===== src/rtl/uart_seq_pkg.sv =====
// Shared definitions for the UART operand sequencer: state encoding,
// default deadline and clock/baud constants.
package uart_seq_pkg;

  localparam logic [2:0] S_IDLE     = 3'd0;
  localparam logic [2:0] S_WAIT_B   = 3'd1;
  localparam logic [2:0] S_REQ      = 3'd2;
  localparam logic [2:0] S_WAIT_RES = 3'd3;
  localparam logic [2:0] S_SEND     = 3'd4;
  localparam logic [2:0] S_WAIT_TX  = 3'd5;

  typedef enum logic [2:0] {
    IDLE     = S_IDLE,
    WAIT_B   = S_WAIT_B,
    REQ      = S_REQ,
    WAIT_RES = S_WAIT_RES,
    SEND     = S_SEND,
    WAIT_TX  = S_WAIT_TX
  } state_e;

  localparam int DEFAULT_TIMEOUT_CYCLES = 2_000_000;
  localparam int CLK_HZ                 = 100_000_000;
  localparam int BIT_CYCLES             = 10416;

endpackage


===== src/rtl/seq_timeout_timer.sv =====
// Inter-byte deadline counter: cleared on byte A, counts while enabled,
// flags the last allowed cycle and saturates there.
module seq_timeout_timer
  import uart_seq_pkg::*;
#(
  parameter int TIMEOUT_CYCLES = DEFAULT_TIMEOUT_CYCLES
) (
  input  logic clk,
  input  logic reset,
  input  logic clr,
  input  logic en,
  output logic expired
);

  localparam int W = (TIMEOUT_CYCLES > 1) ? $clog2(TIMEOUT_CYCLES) : 1;
  localparam logic [W-1:0] LAST = W'(TIMEOUT_CYCLES - 1);

  logic [W-1:0] count;

  always_ff @(posedge clk or negedge reset) begin
    if (!reset) begin
      count <= '0;
    end else if (clr) begin
      count <= '0;
    end else if (en && !expired) begin
      count <= count + 1'b1;
    end
  end

  assign expired = (count == LAST);

endmodule


===== src/rtl/uart_op_sequencer.sv =====
// Pairs two received bytes into an operand request, waits for the compute
// result, schedules its transmission and keeps display/error status.
module uart_op_sequencer
  import uart_seq_pkg::*;
#(
  parameter int TIMEOUT_CYCLES = DEFAULT_TIMEOUT_CYCLES,
  parameter int CNT_W          = 8
) (
  input  logic             clk,
  input  logic             reset,
  input  logic             rx_valid,
  input  logic [7:0]       rx_data,
  output logic             op_valid,
  input  logic             op_ready,
  output logic [7:0]       op_a,
  output logic [7:0]       op_b,
  input  logic             res_valid,
  input  logic [7:0]       res_data,
  input  logic             tx_ready,
  output logic             tx_start,
  output logic [7:0]       tx_data,
  input  logic             tx_done,
  output logic [7:0]       res_last,
  output logic [CNT_W-1:0] pair_cnt,
  output logic             busy,
  output logic             err_overrun,
  output logic             err_timeout,
  input  logic             err_clr,
  output logic [2:0]       state_dbg
);

  // Handshake: a transfer happens on every clock edge where op_valid and
  // op_ready are both 1; op_valid never drops and op_a/op_b never change
  // while op_valid is 1 and op_ready is 0.
  state_e state;
  logic   expired;
  logic   timeout_hit;
  logic   overrun_hit;

  seq_timeout_timer #(.TIMEOUT_CYCLES(TIMEOUT_CYCLES)) u_timer (
    .clk     (clk),
    .reset   (reset),
    .clr     ((state == IDLE) && rx_valid),
    .en      (state == WAIT_B),
    .expired (expired)
  );

  // A byte arriving in the expiry cycle is taken as B, so it masks the timeout.
  assign timeout_hit = (state == WAIT_B) && !rx_valid && expired;
  assign overrun_hit = rx_valid && (state inside {REQ, WAIT_RES, SEND, WAIT_TX});
  assign tx_start    = (state == SEND) && tx_ready;
  assign busy        = (state != IDLE);
  assign state_dbg   = state;

  always_ff @(posedge clk or negedge reset) begin
    if (!reset) begin
      state       <= IDLE;
      op_valid    <= 1'b0;
      op_a        <= '0;
      op_b        <= '0;
      tx_data     <= '0;
      res_last    <= '0;
      pair_cnt    <= '0;
      err_overrun <= 1'b0;
      err_timeout <= 1'b0;
    end else begin
      if (overrun_hit)  err_overrun <= 1'b1;
      else if (err_clr) err_overrun <= 1'b0;
      if (timeout_hit)  err_timeout <= 1'b1;
      else if (err_clr) err_timeout <= 1'b0;

      case (state)
        IDLE: if (rx_valid) begin
          op_a  <= rx_data;
          state <= WAIT_B;
        end
        WAIT_B: if (rx_valid) begin
          op_b     <= rx_data;
          op_valid <= 1'b1;
          state    <= REQ;
        end else if (expired) begin
          state <= IDLE;
        end
        REQ: if (op_ready) begin
          op_valid <= 1'b0;
          state    <= WAIT_RES;
        end
        WAIT_RES: if (res_valid) begin
          tx_data  <= res_data;
          res_last <= res_data;
          state    <= SEND;
        end
        SEND: if (tx_ready) state <= WAIT_TX;
        WAIT_TX: if (tx_done) begin
          pair_cnt <= pair_cnt + 1'b1;
          state    <= IDLE;
        end
        default: state <= IDLE;
      endcase
    end
  end

endmodule

===== config.mk =====
export PLATFORM = sky130hd
export DESIGN_NAME = uart_op_sequencer
export DESIGN_NICKNAME = d
export VERILOG_FILES = /design/src/rtl/uart_seq_pkg.sv /design/src/rtl/seq_timeout_timer.sv /design/src/rtl/uart_op_sequencer.sv
export SDC_FILE = /design/constraint.sdc
export NUM_CORES = 1
export LEC_CHECK = 0
export BUFFER_PORTS_ARGS = -buffer_cell sky130_fd_sc_hd__buf_2
export CAP_MARGIN = 15
export CORE_UTILIZATION = 38
export DETAILED_ROUTE_END_ITERATION = 8
export PLACE_DENSITY = 0.58
export SETUP_SLACK_MARGIN = 0.02
export SYNTH_ARGS = -nofsm -noshare
export SYNTH_HDL_FRONTEND = slang
export SYNTH_SLANG_ARGS = --single-unit

===== constraint.sdc =====
create_clock -name clk -period 2.3 [get_ports clk]
set_input_delay 0.46 -clock clk [delete_from_list [all_inputs] [get_ports clk]]
set_output_delay 0.46 -clock clk [all_outputs]
set_load 0.02 [all_outputs]

==> impl_metrics.tcl <==
set metrics [dict create \
    status "complete, no violations" \
    synth_edf_count 0 \
    syn_avg_cell_area_um2 10.3 \
    r2r_cells 5 \
    drt_drc_violations_left 0 \
    grt_pass1_wl_mm 9.84 \
    drive_gt1_share_pct 34.9 \
    crit_type "flip-flop to flip-flop" \
    slowest_delay_ns 0.53 \
    synth_seq_cells 59 \
    ant_nets 0 \
    setup_viol 0 \
    fin_cells 446 \
    routed_wl_mm 5.95 \
    netlist_area_mm2 0.00280 \
    clkLatencyLatePin_ns 0.33 \
    firstDrtPassIters 4 \
    skew_ns 0.0112 \
    power.density_mw_per_mm2 1210 \
    drtIter0Drc 127 \
    grt_util_all_layers_pct 16.7 \
    cp-startpoint "u_timer.count[7]" \
    rrSetupSlack_ns 0.32 \
    maxCapViolations 0 \
    cts-resized-gates 0 \
    crit_path_end_kind "flip-flop" \
    syn2layout_area_growth_pct 23.3 \
    num_vias 2253 \
    ctsHoldBuffers 0 \
    die_area_mm2 0.00771 \
    r2r-start "u_timer.count[7]" \
    via_per_inst 5.05 \
    fin_crit_sh_pct 86.2 \
    synth-seq-area-share_pct 52.8 \
    syn-num-nets 298 \
    antenna_cells 0 \
    overflow 0 \
    grt_max_degree 60 \
    fmax_mhz 505 \
    rsz0062_at_grt "no" \
    path_delay_family "simple AND/OR/NAND/NOR gates" \
    synthCells 272 \
    cts.clk_slew.worst_paths_ns 0.06 \
    cp.required_ns 2.55 \
    synth_area_leaders "dfrtp_1, mux2_2, nand2_1" \
    utilization_pct 49.7 \
    io_buffers 71 \
    max_slew_margin_pct 67.0 \
    clkSinkCount 59 \
    place.detailed.hpwl_mm 4.18 \
    nets 371 \
    start_util_pct 40.3 \
    post-cts-setup-buffer-count 0 \
    die_w_um 87.8 \
    cts_tree "yes" \
    worstPathMaxFanout 8 \
    critPathBufInv 0 \
    cts-buffers-inserted 9 \
    yosysTopAreaCell "dfrtp_1" \
    cp-start-kind "flip-flop" \
    reg2reg_to "u_timer.count[15]" \
    core-area_mm2 0.00694 \
    finalHoldWorstSlack_ns 0.119 \
    endpoint "u_timer.count[15]" \
    routedWlPerCell_um 13.3 \
    finalWorstSetupSlack_ns 0.318 \
    yosysWarnings 0 \
    worstSetupPathDepth 5 \
    pre_cts_ws_ns 0.323 \
    ys.flop_type "dfrtp_1" \
    crit_path_top_delay_cell "or4_4" \
    crit_arrival_ns 2.23 \
    h-tree-depth 3 \
    power.leakage_uw 0.00166 \
    finalHoldViolCount 0 \
    path_cells "nand4_1 -> or2_1 -> or4_4 -> or3_1 -> a21oi_1" \
    worstMarginPinSlew_ns 0.495 \
    async_flop_share_pct 100 \
    synth_top_area_share_pct 52.8 \
    vdd_drop_max_uv 580 \
    cts.root.buffer_cell "clkbuf_8" \
    fp.dieH_um 87.8 \
    fin_setup_tns_ns 0 \
    fp-row-count 30 \
    antenna_found_initial 0 \
    dp.cells 430 \
    pin_count 72 \
    slew_violations 0 \
    holdCritPathClass "input port to asynchronous set/reset pin" \
    finalWeightedCongestion 0.831 \
    grt_pass1_vias 2056 \
    clockBufferDepth 2 \
    yosys.cell_types.count 40 \
    min_period_ns 1.98 \
]
routing by layer:
metal | up-vias | track usage, % | wire [µm] | share of wire (%)
met2 | 41 | 25.6 | 2920 | 49
li1 | 1112 | - | - | -
met4 | 0 | 6.26 | 57 | 0.96
met1 | 1096 | 22.3 | 2720 | 46
met5 | - | 0 | 0 | 0
met3 | 4 | 4.90 | 244 | 4.1
registers in the layout, summed over array words and instances, names as in the netlist:
| register | count |
|---|---|
| u_timer.count | 21 |
| op_a | 8 |
| op_b | 8 |
| pair_cnt | 8 |
| res_last | 8 |
| state_dbg | 3 |
| err_overrun | 1 |
| err_timeout | 1 |
| op_valid | 1 |
cell type report:
class | instances | area (µm²)
timing repair buffer | 83 | 458
inverter | 4 | 15.0
clock inverter | 5 | 52.6
multi-input combinational | 188 | 1180
tap | 96 | 120
sequential | 59 | 1480
clock buffer | 11 | 141
fill | 665 | 3500
cells by family after synthesis:
| group | after synthesis | share of synthesized area, % |
|---|---|---|
| fa+ha+maj | 2 | 0.894 |
| compound gates | 35 | 7.92 |
| simple gates | 119 | 22.0 |
| flops | 59 | 52.8 |
| mux | 18 | 7.20 |
| buf+inv | 25 | 4.87 |
| xor+xnor | 14 | 4.38 |
power by group:
part | switching [µW] | total [µW] | internal [µW]
Clock | 402 | 927 | 524
Sequential | 182 | 1510 | 1330
Combinational | 1080 | 1730 | 649
layout by cell type (no fill, tap or decap), drive strengths merged, types with 7 or more instances in the layout:
cell    netlist  routed
buf          12      83
dfrtp        59      59
nand2        45      45
mux2         17      17
nor2         15      15
nand4        12      12
xnor2        12      12
a21oi        11      11
clkbuf        9      11
nand3        10      10
o21ai         8       8
o211ai        7       7
how the worst min path moves through the flow:
stage	endpoint	slack, ns
global placement	op_a[2]	0.45
floorplan	err_overrun	0.16
detailed placement	op_a[2]	0.46
CTS	u_timer.count[14]	0.13
global route	u_timer.count[6]	0.13
finish	u_timer.count[6]	0.12
stage by stage:
stage                     total power (µW)  area (µm²)
after floorplan                       2730        2800
after global placement                3250        3250
after detailed placement              3280        3250
after CTS                             4220        3450
after global routing                  4450        3450
final                                 4170        3450
synthesized netlist by cell type (all sizes together) (6+ instances only):
library cell,n
nand4,12
o21ai,8
nor2,15
nand3,10
a21oi,11
nor4,6
clkbuf,9
nand2,45
buf,12
dfrtp,59
xnor2,12
mux2,17
o211ai,7
or4,6
Note: power is estimated with default switching activity, not from simulation.
